$ cat src/rtl/io_dispatch_hub_if.sv
// rtl/io_dispatch_hub_if.sv - processor write, output channel and interrupt signal bundle
interface io_dispatch_hub_if #(
  parameter int DATA_W  = 32,
  parameter int NUM_OUT = 3,
  parameter int NUM_IRQ = 2
);
  localparam int SEL_W = (NUM_OUT > 1) ? $clog2(NUM_OUT) : 1;
  localparam int ID_W  = (NUM_IRQ > 1) ? $clog2(NUM_IRQ) : 1;

  logic                      cpu_wr;
  logic [SEL_W-1:0]          cpu_sel;
  logic [DATA_W-1:0]         cpu_data;
  logic                      cpu_busy;
  logic [NUM_OUT-1:0]        out_valid;
  logic [NUM_OUT*DATA_W-1:0] out_data;
  logic [NUM_OUT-1:0]        out_ready;
  logic [NUM_IRQ-1:0]        irq_src;
  logic [NUM_IRQ*DATA_W-1:0] irq_src_data;
  logic                      irq_req;
  logic [ID_W-1:0]           irq_id;
  logic [DATA_W-1:0]         irq_data;
  logic                      irq_ack;
  logic [NUM_IRQ-1:0]        irq_overflow;

  modport master (
    output cpu_wr, cpu_sel, cpu_data, out_ready, irq_src, irq_src_data, irq_ack,
    input  cpu_busy, out_valid, out_data, irq_req, irq_id, irq_data, irq_overflow
  );

  modport slave (
    input  cpu_wr, cpu_sel, cpu_data, out_ready, irq_src, irq_src_data, irq_ack,
    output cpu_busy, out_valid, out_data, irq_req, irq_id, irq_data, irq_overflow
  );
endinterface

$ cat src/rtl/io_dispatch_hub.sv
// rtl/io_dispatch_hub.sv - processor-to-peripheral dispatch slots plus edge-triggered interrupt arbiter
// Optional round-robin interrupt arbitration is enabled by defining IRQ_ROUND_ROBIN_EN.
module io_dispatch_hub #(
  parameter int DATA_W  = 32,
  parameter int NUM_OUT = 3,
  parameter int NUM_IRQ = 2
) (
  input logic              sys_clk,
  input logic              rst,
  io_dispatch_hub_if.slave bus
);
  localparam int ID_W = (NUM_IRQ > 1) ? $clog2(NUM_IRQ) : 1;

  logic [NUM_OUT-1:0]        out_valid_q, out_valid_d;
  logic [NUM_OUT*DATA_W-1:0] out_data_q, out_data_d;
  logic                      busy_w;

  always_comb begin
    out_valid_d = out_valid_q;
    out_data_d  = out_data_q;
    busy_w      = 1'b0;
    for (int i = 0; i < NUM_OUT; i++) begin
      if (int'(bus.cpu_sel) == i) begin
        busy_w = out_valid_q[i] & ~bus.out_ready[i];
      end
      // A write into a slot that drains this cycle refills it, so valid never drops.
      if (bus.cpu_wr && int'(bus.cpu_sel) == i && (!out_valid_q[i] || bus.out_ready[i])) begin
        out_valid_d[i]                  = 1'b1;
        out_data_d[i*DATA_W +: DATA_W] = bus.cpu_data;
      end else if (bus.out_ready[i]) begin
        out_valid_d[i] = 1'b0;
      end
    end
  end

  always_ff @(posedge sys_clk) begin
    if (rst) begin
      out_valid_q <= '0;
      out_data_q  <= '0;
    end else begin
      out_valid_q <= out_valid_d;
      out_data_q  <= out_data_d;
    end
  end

  assign bus.cpu_busy  = busy_w;
  assign bus.out_valid = out_valid_q;
  assign bus.out_data  = out_data_q;

  typedef enum logic {ST_IDLE, ST_REQ} state_e;

  state_e             state_q;
  logic [NUM_IRQ-1:0] prev_q, pending_q, ovf_q;
  logic [DATA_W-1:0]  cap_q [NUM_IRQ];
  logic               req_q;
  logic [ID_W-1:0]    id_q;
  logic [DATA_W-1:0]  data_q;
`ifdef IRQ_ROUND_ROBIN_EN
  logic [ID_W-1:0]    last_q;
`endif

  logic [NUM_IRQ-1:0] edge_w, clr_w, rot_w;
  logic               found_w;
  logic [ID_W-1:0]    winner_w;
  int                 start_w, idx_w;

  always_comb begin
    edge_w = bus.irq_src & ~prev_q;
    clr_w  = '0;
    if (state_q == ST_REQ && bus.irq_ack) begin
      clr_w[id_q] = 1'b1;
    end
  end

  always_comb begin
    found_w  = 1'b0;
    winner_w = '0;
    rot_w    = '0;
    idx_w    = 0;
`ifdef IRQ_ROUND_ROBIN_EN
    start_w  = int'(last_q) + 1;
`else
    start_w  = 0;
`endif
    for (int k = 0; k < NUM_IRQ; k++) begin
      idx_w = (start_w + k) % NUM_IRQ;
      rot_w = pending_q >> idx_w;
      if (!found_w && rot_w[0]) begin
        found_w  = 1'b1;
        winner_w = ID_W'(idx_w);
      end
    end
  end

  always_ff @(posedge sys_clk) begin
    if (rst) begin
      state_q   <= ST_IDLE;
      req_q     <= 1'b0;
      id_q      <= '0;
      data_q    <= '0;
      prev_q    <= '0;
      pending_q <= '0;
      ovf_q     <= '0;
`ifdef IRQ_ROUND_ROBIN_EN
      last_q    <= '0;
`endif
      for (int j = 0; j < NUM_IRQ; j++) begin
        cap_q[j] <= '0;
      end
    end else begin
      prev_q    <= bus.irq_src;
      // A new edge on the source being acknowledged re-arms it with the fresh payload.
      pending_q <= (pending_q & ~clr_w) | edge_w;
      ovf_q     <= ovf_q | (edge_w & pending_q & ~clr_w);
      for (int j = 0; j < NUM_IRQ; j++) begin
        if (edge_w[j] && (!pending_q[j] || clr_w[j])) begin
          cap_q[j] <= bus.irq_src_data[j*DATA_W +: DATA_W];
        end
      end
      case (state_q)
        ST_IDLE: begin
          if (found_w) begin
            id_q    <= winner_w;
            data_q  <= cap_q[winner_w];
            req_q   <= 1'b1;
            state_q <= ST_REQ;
          end
        end
        ST_REQ: begin
          if (bus.irq_ack) begin
            req_q   <= 1'b0;
            state_q <= ST_IDLE;
`ifdef IRQ_ROUND_ROBIN_EN
            last_q  <= id_q;
`endif
          end
        end
        default: state_q <= ST_IDLE;
      endcase
    end
  end

  assign bus.irq_req      = req_q;
  assign bus.irq_id       = id_q;
  assign bus.irq_data     = data_q;
  assign bus.irq_overflow = ovf_q;
endmodule

$ cat src/flat_wrapper.sv
// flat-port wrapper written by rule: the top's interface ports become plain ports
module io_dispatch_hub_flat 
#(
  parameter int DATA_W  = 32,
  parameter int NUM_OUT = 3,
  parameter int NUM_IRQ = 2
)
  (sys_clk, rst, bus_cpu_wr, bus_cpu_sel, bus_cpu_data, bus_out_ready, bus_irq_src, bus_irq_src_data, bus_irq_ack, bus_cpu_busy, bus_out_valid, bus_out_data, bus_irq_req, bus_irq_id, bus_irq_data, bus_irq_overflow);
  io_dispatch_hub_if #(.DATA_W(DATA_W), .NUM_OUT(NUM_OUT), .NUM_IRQ(NUM_IRQ)) bus_i ();
  input logic sys_clk;
  input logic rst;
  input wire logic [$bits(bus_i.cpu_wr)-1:0] bus_cpu_wr;
  input wire logic [$bits(bus_i.cpu_sel)-1:0] bus_cpu_sel;
  input wire logic [$bits(bus_i.cpu_data)-1:0] bus_cpu_data;
  input wire logic [$bits(bus_i.out_ready)-1:0] bus_out_ready;
  input wire logic [$bits(bus_i.irq_src)-1:0] bus_irq_src;
  input wire logic [$bits(bus_i.irq_src_data)-1:0] bus_irq_src_data;
  input wire logic [$bits(bus_i.irq_ack)-1:0] bus_irq_ack;
  output wire logic [$bits(bus_i.cpu_busy)-1:0] bus_cpu_busy;
  output wire logic [$bits(bus_i.out_valid)-1:0] bus_out_valid;
  output wire logic [$bits(bus_i.out_data)-1:0] bus_out_data;
  output wire logic [$bits(bus_i.irq_req)-1:0] bus_irq_req;
  output wire logic [$bits(bus_i.irq_id)-1:0] bus_irq_id;
  output wire logic [$bits(bus_i.irq_data)-1:0] bus_irq_data;
  output wire logic [$bits(bus_i.irq_overflow)-1:0] bus_irq_overflow;
  assign bus_i.cpu_wr = bus_cpu_wr;
  assign bus_i.cpu_sel = bus_cpu_sel;
  assign bus_i.cpu_data = bus_cpu_data;
  assign bus_i.out_ready = bus_out_ready;
  assign bus_i.irq_src = bus_irq_src;
  assign bus_i.irq_src_data = bus_irq_src_data;
  assign bus_i.irq_ack = bus_irq_ack;
  assign bus_cpu_busy = bus_i.cpu_busy;
  assign bus_out_valid = bus_i.out_valid;
  assign bus_out_data = bus_i.out_data;
  assign bus_irq_req = bus_i.irq_req;
  assign bus_irq_id = bus_i.irq_id;
  assign bus_irq_data = bus_i.irq_data;
  assign bus_irq_overflow = bus_i.irq_overflow;
  io_dispatch_hub #(.DATA_W(DATA_W), .NUM_OUT(NUM_OUT), .NUM_IRQ(NUM_IRQ)) u_core (.sys_clk(sys_clk), .rst(rst), .bus(bus_i));
endmodule
$ cat config.mk
export PLATFORM = sky130hd
export DESIGN_NAME = io_dispatch_hub_flat
export DESIGN_NICKNAME = d
export VERILOG_FILES = /design/src/rtl/io_dispatch_hub_if.sv /design/src/rtl/io_dispatch_hub.sv /design/src/flat_wrapper.sv
export SDC_FILE = /design/constraint.sdc
export NUM_CORES = 1
export LEC_CHECK = 0
export CAP_MARGIN = 25
export CORE_MARGIN = 5
export CORE_UTILIZATION = 48
export DETAILED_ROUTE_END_ITERATION = 7
export HOLD_SLACK_MARGIN = 0.15
export PLACE_DENSITY = 0.86
export SYNTH_ARGS = -nofsm -noshare
export SYNTH_HDL_FRONTEND = slang
export SYNTH_SLANG_ARGS = --single-unit
$ cat constraint.sdc
create_clock -name sys_clk -period 3.1 [get_ports sys_clk]
set_input_delay 0.93 -clock sys_clk [delete_from_list [all_inputs] [get_ports sys_clk]]
set_output_delay 0.93 -clock sys_clk [all_outputs]
set_load 0.01 [all_outputs]
==> reports/metrics.yaml <==
sta:
  setup_tns_ps: 0
  skew_ps: 6.70
  finalCritPeriodShare: 0.953
  min_period_ps: 2950
  final_hold_viol_count: 0
  worstMarginPinSlew_ps: 1020
  relSlewSlack: 0.321
  rsz0062_at_grt: "false"
  slew_viol_final: 0
  whs_ps: 469
  finalSetupViolCount: 0
  fmax_ghz: 0.339
die:
  start_util: 0.490
  die_width_um: 143
  core_um2: 17300
  rows: 48
  die_y_um: 143
  die_area_um2: 20400
  ios: 243
route:
  antenna_left: 0
  vias: 5793
  totalWireLength_um: 20400
  post-route-drc-count: 0
  drt-initial-drc-count: 229
  routed_via_density: 5.02
  avgRoutedWirePerCell_um: 17.7
  drtPass1Iterations: 4
finish:
  drive_above_1_share: 0.127
  areaGrowthSynthToFinish_pct: 38.3
  final_common_cell: "clkdlybuf4s50_1"
  antenna_cells: 0
  fin_nets: 1025
  layout.cells.non_filler: 1155
  mostFrequentLayoutCells: "clkdlybuf4s50_1 (239), dfxtp_1 (140), nand2b_1 (132)"
logic_synthesis:
  synth_top_area_frac: 0.331
  synth-xor-area-share: 0
  syn_area_um2: 8470
  synthSimpleGateAreaFrac: 0.126
  synth_fa_ha_area_frac: 0
  synth_area_leader_cell: "dfxtp_1"
  avgSynthCellArea_um2: 12.3
  syn_nets: 796
  synth_seq_cells: 204
  synth_area_leaders: "dfxtp_1 (33%), edfxtp_1 (23%), mux2i_1 (15%)"
  synth_top_family_by_area: "multiplexers"
  synth.distinct_cells: 29
  yosys_warnings: 0
  muxShareOfSynthArea: 0.152
  synth-seq-area-share: 0.558
  synthCells: 689
  synth_compound_area_frac: 0.127
setup_path:
  worstPathCellList: "clkdlybuf4s50_1 -> nand2b_2 -> mux2i_1 -> o21a_1 -> clkbuf_2"
  critPathCaptureType: "output port"
  cpMaxStageDelayCell: "clkdlybuf4s50_1"
  max_stage_delay_ps: 400
  worst-path-buf-inv: 2
  crit_family: "buffers and inverters"
  cp.required_ps: 2170
  worst_setup_path_start_kind: "primary input"
  worstSetupPathType: "in2out"
  cp_data_arrival_time_ps: 2020
  worst-path-max-fanout: 2
cts:
  cts_tree: "yes"
  ctsHoldBuffers: 0
  htreeDepth: 1
  cts_root_buf: "clkbuf_16"
  numCtsBuffers: 21
  cts.sinks: 204
  cts.path.max_buffers: 3
  clkTransAtPathRegs_ps: 60
  cts_setup_buffers: 0
  clk_latency_ps: 480
global_routing:
  first_global_vias: 5938
  grt-ovfl-total: 0
  grt_usage: 0.196
  antenna_found_initial: 0
  grt_pass1_wl_um: 32100
  grt_max_degree: 139
power:
  swShare: 0.232
  p_comb_frac: 0.148
  power_leakage_nw: 4.67
  seq_power_share: 0.487
  ir_drop_mv: 0.387
  p_int_mw: 4.80
  p_switching_mw: 1.45
  finalPower_mw: 6.25
  p_clk_frac: 0.366
  power_density_nw_per_um2: 534
worst_hold_path:
  min_path_type: "reg2reg"
placed_design:
  hpwl_um: 14500
  place_inst: 1120
  gp_congestion: 0.796
  portBuffers: 242
outcome:
  run_status: "completed"
run:
  max_cap_viol_count: 0
power groups by stage:
stage	combinational [mW]	clock, mW	sequential (mW)
4_1_cts	0.934	2.35	3.04
3_5_place_dp	0.929	0	3.10
2_1_floorplan	0.430	0	3.13
6_report	0.923	2.29	3.04
5_1_grt	0.993	2.48	3.06
3_3_place_gp	0.911	0	3.09
per-stage QoR:
stage	util	cell area (um^2)	setup slack, ps
floorplan	-	8470	302
global placement	0.641	11100	-295
detailed placement	0.641	11100	-295
CTS	0.677	11700	22.4
global route	0.677	11700	94.1
finish	0.677	11700	146
worst register-to-register path, stage by stage, from the launching register on:
cell	delay (ps)
dfxtp_1	430
nand3_2	140
a2111o_4	670
buf_4	290
a21boi_2	180
cells by family after synthesis:
logic type             after synthesis
and+or+nand+nor                    183
buffers and inverters               59
DFF                                204
AOI/OAI and AO/OA                  114
muxes                              129
final cells by class:
type | count | area (um^2)
clock buffer | 33 | 611
clock inverter | 2 | 8.76
fill | 1292 | 5580
inverter | 3 | 11.3
multi-input combinational | 426 | 3460
sequential | 204 | 4720
tap | 225 | 282
timing repair buffer | 262 | 2620
sequential cells by signal, summed over array words and instances, names as in the netlist:
name	flops
u_core.prev_q	2
u_core.cap_q	64
u_core.state_q	1
u_core.bus.out_data	96
u_core.bus.irq_data	32
u_core.bus.out_valid	3
u_core.pending_q	2
u_core.bus.irq_id	1
u_core.bus.irq_req	1
u_core.bus.irq_overflow	2
synth_stat cells, drive strengths merged:
library cell / instances
nand2: 2
or3b: 2
nand2b: 136
o31a: 1
buf: 29
edfxtp: 64
a21o: 2
inv: 3
a31oi: 1
nor2: 35
o21ai: 2
dfxtp: 140
o21ba: 1
o21a: 2
nor2b: 4
nand3: 1
nand3b: 3
a211oi: 33
a21oi: 6
a21boi: 64
mux2i: 129
o22ai: 1
clkbuf: 27
a2111o: 1
routing by layer:
layer | wire (um) | GRT usage
met1 | 8250 | 0.240
met2 | 10100 | 0.344
met3 | 1270 | 0.0378
met4 | 797 | 0.0690
met5 | 0 | 0
timing repair:
item                       in CTS  in global routing
setup endpoints to repair       1                  1
cloned                          0                  0
gates resized for setup         3                  2
final timing paths:
check,from,endpoint,slack (ps),cells past startpoint
worst max-delay path,bus_out_ready[1],bus_cpu_busy,150,5
worst min-delay path,u_core.bus.out_data[64],u_core.bus.out_data[64],470,2
worst max register to register,u_core.state_q,u_core.cap_q[1][4],1240,4
worst min register to register,u_core.bus.out_data[64],u_core.bus.out_data[64],470,2
Power figures use the tool's default switching activity.
